File: src/rtl/sha256_msg_padder.sv
// sha256_msg_padder: streaming byte-message front-end for the SHA-256 core.
// Packs input beats into a 64-byte block buffer, applies the 0x80 marker,
// zero fill and the 64-bit big-endian bit length, then hands each block to
// the core as a lead cycle followed by 16 words, paced on core_busy.
// Optional feature macro: SHA_PAD_LENCHK_EN (sticky length-overflow flag).
// LEN_W must not exceed 64.
//
// Handshake: a beat transfers on a rising edge where in_valid && in_ready;
// upstream holds in_data/in_nbytes/in_last stable until that edge, and
// in_valid without in_ready has no effect.
module sha256_msg_padder #(
  parameter int IN_BYTES = 4,
  parameter int LEN_W    = 32,
  localparam int NB_W    = $clog2(IN_BYTES + 1)
) (
  input  logic                  clk,
  input  logic                  reset,
  input  logic                  in_valid,
  output logic                  in_ready,
  input  logic [8*IN_BYTES-1:0] in_data,
  input  logic [NB_W-1:0]       in_nbytes,
  input  logic                  in_last,
  input  logic                  core_busy,
  output logic [31:0]           data,
  output logic                  write_enable,
  output logic                  first_block,
  output logic                  last_block,
  output logic                  len_err,
  output logic [2:0]            dbg_state
);

  typedef enum logic [2:0] {
    S_IDLE = 3'd0,
    S_FILL = 3'd1,
    S_PAD  = 3'd2,
    S_WAIT = 3'd3,
    S_SEND = 3'd4
  } state_t;

  state_t           state_q;
  logic [7:0]       blk_q [64];
  logic [5:0]       bp_q;         // next free byte in the block
  logic [LEN_W-1:0] len_q;        // message length in bits
  logic [3:0]       pw_q;         // word being written during PAD
  logic [4:0]       cnt_q;        // SEND cycle index
  logic [1:0]       hold_q;       // cycles left to ignore core_busy
  logic             mark_done_q;  // 0x80 marker already placed for this message
  logic             len_blk_q;    // the block being padded carries the length
  logic             final_q;      // the block waiting to be sent is the last one
  logic             pad_pend_q;   // another padding pass follows this send
  logic             first_pend_q; // the next block sent is block 0 of a message

  logic             accept;
  logic [6:0]       bp_sum;
  logic [63:0]      len64;
  logic [31:0]      len_word;
  logic [31:0]      rd_word;

`ifdef SHA_PAD_LENCHK_EN
  logic [LEN_W:0]   len_sum;
  assign len_sum = {1'b0, len_q} + {{(LEN_W+1-NB_W-3){1'b0}}, in_nbytes, 3'b000};
`else
  logic [LEN_W-1:0] len_sum;
  assign len_sum = len_q + {{(LEN_W-NB_W-3){1'b0}}, in_nbytes, 3'b000};
  assign len_err = 1'b0;
`endif

  assign accept    = in_valid && in_ready;
  assign bp_sum    = {1'b0, bp_q} + {{(7-NB_W){1'b0}}, in_nbytes};
  assign len64     = 64'(len_q);
  assign len_word  = pw_q[0] ? len64[31:0] : len64[63:32];
  assign rd_word   = {blk_q[{cnt_q[3:0], 2'd0}], blk_q[{cnt_q[3:0], 2'd1}],
                      blk_q[{cnt_q[3:0], 2'd2}], blk_q[{cnt_q[3:0], 2'd3}]};
  assign dbg_state = state_q;

  // Block buffer: message bytes land at bp during fill, padding words during PAD.
  always_ff @(posedge clk) begin
    if (accept) begin
      for (int i = 0; i < IN_BYTES; i++) begin
        if (i < int'(in_nbytes)) begin
          blk_q[bp_q + 6'(i)] <= in_data[8*(IN_BYTES-1-i) +: 8];
        end
      end
    end else if (state_q == S_PAD) begin
      for (int j = 0; j < 4; j++) begin
        if (len_blk_q && pw_q >= 4'd14) begin
          blk_q[{pw_q, 2'(j)}] <= len_word[8*(3-j) +: 8];
        end else if (!mark_done_q && {pw_q, 2'(j)} == bp_q) begin
          blk_q[{pw_q, 2'(j)}] <= 8'h80;
        end else if ({pw_q, 2'(j)} >= bp_q) begin
          blk_q[{pw_q, 2'(j)}] <= 8'h00;
        end
      end
    end
  end

  // Control FSM with registered handshake and core-side outputs.
  always_ff @(posedge clk or negedge reset) begin
    if (!reset) begin
      state_q      <= S_IDLE;
      bp_q         <= '0;
      len_q        <= '0;
      pw_q         <= '0;
      cnt_q        <= '0;
      hold_q       <= '0;
      mark_done_q  <= 1'b0;
      len_blk_q    <= 1'b0;
      final_q      <= 1'b0;
      pad_pend_q   <= 1'b0;
      first_pend_q <= 1'b1;
      in_ready     <= 1'b0;
      data         <= '0;
      write_enable <= 1'b0;
      first_block  <= 1'b0;
      last_block   <= 1'b0;
`ifdef SHA_PAD_LENCHK_EN
      len_err      <= 1'b0;
`endif
    end else begin
      if (hold_q != 2'd0) hold_q <= hold_q - 2'd1;
      case (state_q)
        S_IDLE, S_FILL: begin
          in_ready <= 1'b1;
          if (accept) begin
            bp_q  <= bp_sum[5:0];
            len_q <= len_sum[LEN_W-1:0];
`ifdef SHA_PAD_LENCHK_EN
            if (len_sum[LEN_W]) len_err <= 1'b1;
`endif
            if (bp_sum[6]) begin
              // Block is data-full; a final beat here means padding starts
              // in a fresh block after this one is sent.
              state_q    <= S_WAIT;
              in_ready   <= 1'b0;
              final_q    <= 1'b0;
              pad_pend_q <= in_last;
            end else if (in_last) begin
              state_q   <= S_PAD;
              in_ready  <= 1'b0;
              pw_q      <= bp_sum[5:2];
              len_blk_q <= (bp_sum <= 7'd55);
            end else begin
              state_q <= S_FILL;
            end
          end
        end
        S_PAD: begin
          if (!mark_done_q && bp_q[5:2] == pw_q) mark_done_q <= 1'b1;
          pw_q <= pw_q + 4'd1;
          if (pw_q == 4'd15) begin
            state_q    <= S_WAIT;
            final_q    <= len_blk_q;
            pad_pend_q <= !len_blk_q;
          end
        end
        S_WAIT: begin
          if (hold_q == 2'd0 && !core_busy) begin
            state_q     <= S_SEND;
            cnt_q       <= '0;
            first_block <= first_pend_q;
          end
        end
        S_SEND: begin
          if (cnt_q != 5'd16) begin
            write_enable <= 1'b1;
            data         <= rd_word;
            first_block  <= first_pend_q && (cnt_q == 5'd0);
            last_block   <= final_q && (cnt_q == 5'd0);
            cnt_q        <= cnt_q + 5'd1;
          end else begin
            write_enable <= 1'b0;
            data         <= '0;
            first_block  <= 1'b0;
            last_block   <= 1'b0;
            hold_q       <= 2'd2;
            first_pend_q <= 1'b0;
            bp_q         <= '0;
            pw_q         <= '0;
            if (final_q) begin
              state_q      <= S_IDLE;
              len_q        <= '0;
              mark_done_q  <= 1'b0;
              pad_pend_q   <= 1'b0;
              first_pend_q <= 1'b1;
              in_ready     <= 1'b1;
            end else if (pad_pend_q) begin
              // Either the length-only block or the marker block after a
              // message that ended on a block boundary.
              state_q    <= S_PAD;
              len_blk_q  <= 1'b1;
              pad_pend_q <= 1'b0;
            end else begin
              state_q  <= S_FILL;
              in_ready <= 1'b1;
            end
          end
        end
        default: state_q <= S_IDLE;
      endcase
    end
  end

endmodule

File: config.mk
export PLATFORM = sky130hd
export DESIGN_NAME = sha256_msg_padder
export DESIGN_NICKNAME = d
export VERILOG_FILES = /design/src/rtl/sha256_msg_padder.sv
export SDC_FILE = /design/constraint.sdc
export NUM_CORES = 2
export LEC_CHECK = 0
export CORE_UTILIZATION = 45
export CTS_CLUSTER_SIZE = 20
export DETAILED_ROUTE_END_ITERATION = 10
export PLACE_DENSITY_LB_ADDON = 0.05
export SLEW_MARGIN = 20
export SYNTH_ARGS = -nofsm -noshare
export SYNTH_HDL_FRONTEND = slang
export SYNTH_SLANG_ARGS = --single-unit
File: constraint.sdc
create_clock -name clk -period 4.05 [get_ports clk]
set_input_delay 0.81 -clock clk [delete_from_list [all_inputs] [get_ports clk]]
set_output_delay 0.81 -clock clk [all_outputs]
set_load 0.01 [all_outputs]
== Yosys cells after proc, flatten, opt, wreduce, memory -nomap -nowiden ==
Memories as Yosys holds them, arrays and structs flattened.
Index checks and enable logic that the tools add are counted.

* Bits in registers: 93
* Memory bits (writable): 512
* Input port bits: 40
* Output and inout bits: 40
* Word-level logic and storage cells: 249
* Memories: 1

{| class="wikitable"
|+ Memories
! name !! depth !! bits a word !! rd ports !! clocked after Yosys merged registers in !! wr ports !! line !! source
|-
| blk_q || 64 || 8 || 4 || 0 || 4 || 41 || <nowiki>logic [7:0] blk_q [64];</nowiki>
|}

* Add/subtract/negate cells: 8
* Magnitude comparators: 10
* Eq/ne operators: 24
* Muxes and demuxes: 142
* Bitwise logic cells: 9
* Reduce and logical (&&, ||, !) cells: 39

{| class="wikitable"
|+ Operators with widths
! cell !! number
|-
| 32-bit 2-to-1 mux || 5
|-
| 8-bit 2-to-1 mux || 12
|-
| 1-bit 2-to-1 mux || 91
|-
| 32-bit one-hot mux with 2 select lines || 1
|-
| 6-bit 2-to-1 mux || 6
|-
| 32-bit by 6-bit adder with 32-bit output || 1
|-
| 8-bit OR reduction || 4
|-
| 6-bit equality test || 4
|-
| 6-bit greater-or-equal comparator || 4
|-
| 2-bit != test, second input constant || 10
|-
| 4-bit 2-to-1 mux || 4
|-
| 4-bit AND reduction || 4
|-
| 2-bit 2-to-1 mux || 7
|-
| 6-bit by 2-bit adder with 6-bit output, second input constant || 2
|-
| 3-bit 2-to-1 mux || 4
|-
| 3-bit one-hot mux with 4 select lines || 1
|-
| 4-bit one-hot mux with 3 select lines || 1
|-
| 6-bit one-hot mux with 2 select lines || 1
|-
| 1-bit logical AND || 10
|-
| 5-bit 2-to-1 mux || 2
|-
| 1-bit one-hot mux with 2 select lines || 5
|-
| 5-bit one-hot mux with 2 select lines || 1
|-
| 5-bit AND reduction || 2
|-
| 2-bit nonzero test || 5
|-
| 29 further kinds || 45
|}

== Logic depth before layout (Yosys ltp) ==
* Depth in word-level cells: 11
* Gate-level depth with buffers: 14
* Gate-level depth less buffers: 9

== Worst setup path before layout ==
No wires, ideal clock.

* Path kind: register to register
* From: register bp_q[5]
* To: memory blk_q[34][0], enable pin
* Library setup time: 306 ps
* Arrival: 3690 ps
* Required time: 3744 ps
* Path slack: 54 ps
* Cell stages (with the launch flop): 12
* Path buffers: 4
* Clock period less this slack: 3996 ps
* Path through: dfrtp_1 -> buf_4 -> clkinv_1 -> clkbuf_1 -> buf_1 -> ha_1 -> a21oi_1 -> o211ai_1 -> nor2_1 -> clkbuf_1 -> nor2_1 -> or4_1

{| class="wikitable"
|+ RTL lines
! element !! line !! source
|-
| from (decl) || 42 || <nowiki>logic [5:0] bp_q;</nowiki>
|-
| from (signal assigned) || 125 || <nowiki>bp_q <= bp_sum[5:0];</nowiki>
|-
| to (decl) || 41 ||
|}

==> metrics.cfg <==
[final_layout]
finish.utilization_pct = 52.7
syn_to_final_growth_pct = 16.0
most-common-layout-cells = buf_4, edfxtp_1, nor2_1
layout.nets = 4980
final_common_cell = buf_4
drive_above_1_share_pct = 20.4

[timing]
finalHoldViolations = 0
finalClockSkew_ns = 0.0529
slew_headroom_pct = 18.3
worst_pin_slew_ns = 1.22
slew_violations = 0
setup_viol = 0
post-route-period-util_pct = 96.0
fmaxAchievable_mhz = 257
finalCriticalPeriod_ns = 3.89
fin_setup_tns_ns = 0
rsz0062_at_grt = false

[logic_synthesis]
synth_xor_area_share_pct = 0.763
synth-warning-count = 0
post_synth_fa_ha_maj_area_fraction_pct = 0.666
ys_seq_area_share_pct = 38.8
synth_top_family_by_area = compound AO/OA/AOI/OAI gates
yosysUniqueCellTypes = 120
yosys.area.top_type = edfxtp_1
ys_ff_latch = 602
synth_mux_area_share_pct = 12.5
avgSynthCellArea_um2 = 9.67
syn_area_um2 = 45400
synth_cells = 4701
yosysTopAreaCellShare_pct = 33.8
synth_simple_gate_area_share_pct = 16.0
netlist_top_cells_area = edfxtp_1, mux4_2, dfrtp_1
synth_compound_area_share_pct = 26.6
async_flop_share_pct = 15.0
synth_fp_nets = 4764
synth-edff-count = 512
ys.flop_type = edfxtp_1

[power]
total_power_mw = 31.2
leakagePower_nw = 18.8
power_density_nw_per_um2 = 591
ir_drop_mv = 0.651

[clocking]
cts_max_level = 3
cts_tree = done
ctsResizeCount = 0
clock_path_buffers = 3
worstSkewPairLatency_ns = 0.70
cts_setup_buffers = 0
path_clk_slew_ns = 0.06
cts_root_buf = clkbuf_16
cts_inserted_buffers = 74
cts.sinks = 602
hold_buffers = 0

[route]
routedWlPerCell_um = 41.4
drtAntennaViolNets = 0
drt_iter0_markers = 9363
drc = 0
num_vias = 48500
viasPerCell = 7.72
routed_wl_um = 261000
first_pass_iters = 7

[floorplanning]
die_area_um2 = 102000
die_h_um = 320
core_um2 = 100000
initial_core_util_pct = 45.4
rows = 116
die_w_um = 320
ioPinCount = 80

[setup_path]
arrival_ns = 4.27
critPathMaxFanout = 7
worstSetupEndpointType = flip-flop
cp-start-kind = flip-flop
critPathKind = reg2reg
worstPathRequired_ns = 4.43

[worst_hold_path]
hold_path.class = in2async

[global_route]
grtUsageTotal_pct = 49.9
grt_pass1_vias = 44800
grt_start_max_net_pins = 65
grt-ovfl-total = 0
busiest_layer = met2
use_met3_pct = 18.4
antenna_found_initial = 13
grtUsageMet2_pct = 70.2
use_met1_pct = 64.9
grt_first_pass_wirelength_um = 358000

[placed_design]
hpwl_um = 186000
port_buffers = 78
routabilityCongestion = 1.14

[flow_run]
cap_violations = 0

[outcome]
status = finished clean

## layer usage
| layer | vias up | part of all wire, % |
|---|---|---|
| met4 | 10 | 7.7 |
| met5 | - | 0.028 |
| met3 | 1187 | 15 |
| met2 | 4364 | 40 |
| li1 | 19100 | - |
| met1 | 23900 | 37 |
## cell families after synthesis
logic type / after synthesis
AO/OA/AOI/OAI: 1628
AND/OR/NAND/NOR: 1526
flip-flops: 602
buffers and inverters: 518
multiplexers: 366
XOR/XNOR: 37
adder cells (fa/ha/maj): 23
other: 1
## synth_stat cells (27+ instances only)
cell / number
a221oi_1: 118
mux2i_1: 196
o22ai_1: 58
edfxtp_1: 512
a2bb2oi_1: 31
or3_1: 54
clkbuf_1: 376
inv_1: 27
nand3_1: 90
mux4_2: 160
a211o_1: 64
o31ai_1: 43
a221o_1: 88
a21o_1: 50
a21oi_1: 208
a22o_1: 94
nor2_1: 508
o21ai_0: 312
a22oi_1: 79
nor3_1: 150
and3_1: 40
nand2_1: 440
buf_2: 60
o2111ai_1: 27
dfrtp_1: 89
o211ai_1: 60
o221ai_1: 31
o41ai_1: 33
buf_1: 28
a211oi_1: 110
nand4_1: 32
nor4_1: 28
a31oi_1: 42
## flip-flops by register name, summed over array words and instances, names as in the netlist, 2 cells and up
name	cells
dbg_state	3
len_q	29
cnt_q	5
bp_q	6
hold_q	2
blk_q	512
data	32
pw_q	4
## power breakdown
group,internal [mW],switching (mW),leakage [nW]
clock,3.70,2.90,1.11
sequential,7.84,0.734,5.76
combinational,5.04,10.9,12.0
## area by class of cell
type / instances / area (um2)
Fill cell: 9114 / 47300
Multi-Input combinational cell: 3581 / 25800
Sequential cell: 602 / 17600
Timing Repair Buffer: 627 / 5190
Clock buffer: 103 / 2030
Tap cell: 1298 / 1620
Clock inverter: 31 / 246
Inverter: 31 / 116
Antenna cell: 17 / 42.5
## critical path: stages, from the launching register on
cell and delay [ns]:
dfrtp_1 0.40, inv_1 0.17, ha_1 0.47, xor2_1 0.20, o32ai_1 0.42, buf_4 0.24, nand2_1 0.47, buf_4 0.39
o21ai_0 0.59, o21ai_0 0.24
## final timing paths
check | end | cells after the start | slack (ns) | from
worst max register to register | blk_q[51][4] | 9 | 0.16 | bp_q[0]
max in group asynchronous | first_pend_q | 2 | 2.98 | reset
worst max-delay path | blk_q[51][4] | 9 | 0.16 | bp_q[0]
worst min register to register | hold_q[0] | 1 | 0.47 | hold_q[0]
min in group clk | hold_q[0] | 1 | 0.47 | hold_q[0]
worst min-delay path | data[28] | 1 | 0.21 | reset
## per-stage QoR
step | setup WS (ns) | instances | area (um2) | hold WS [ns]
after global routing | 0.0761 | 6273 | 52600 | 0.254
after floorplan | 0.0542 | 4701 | 45400 | 0.433
after CTS | 0.195 | 6272 | 52600 | 0.215
after global placement | -0.139 | 6138 | 50300 | 0.447
after detailed placement | -0.162 | 6138 | 50300 | 0.463
final | 0.160 | 6290 | 52700 | 0.213
Power figures use the tool's default switching activity.
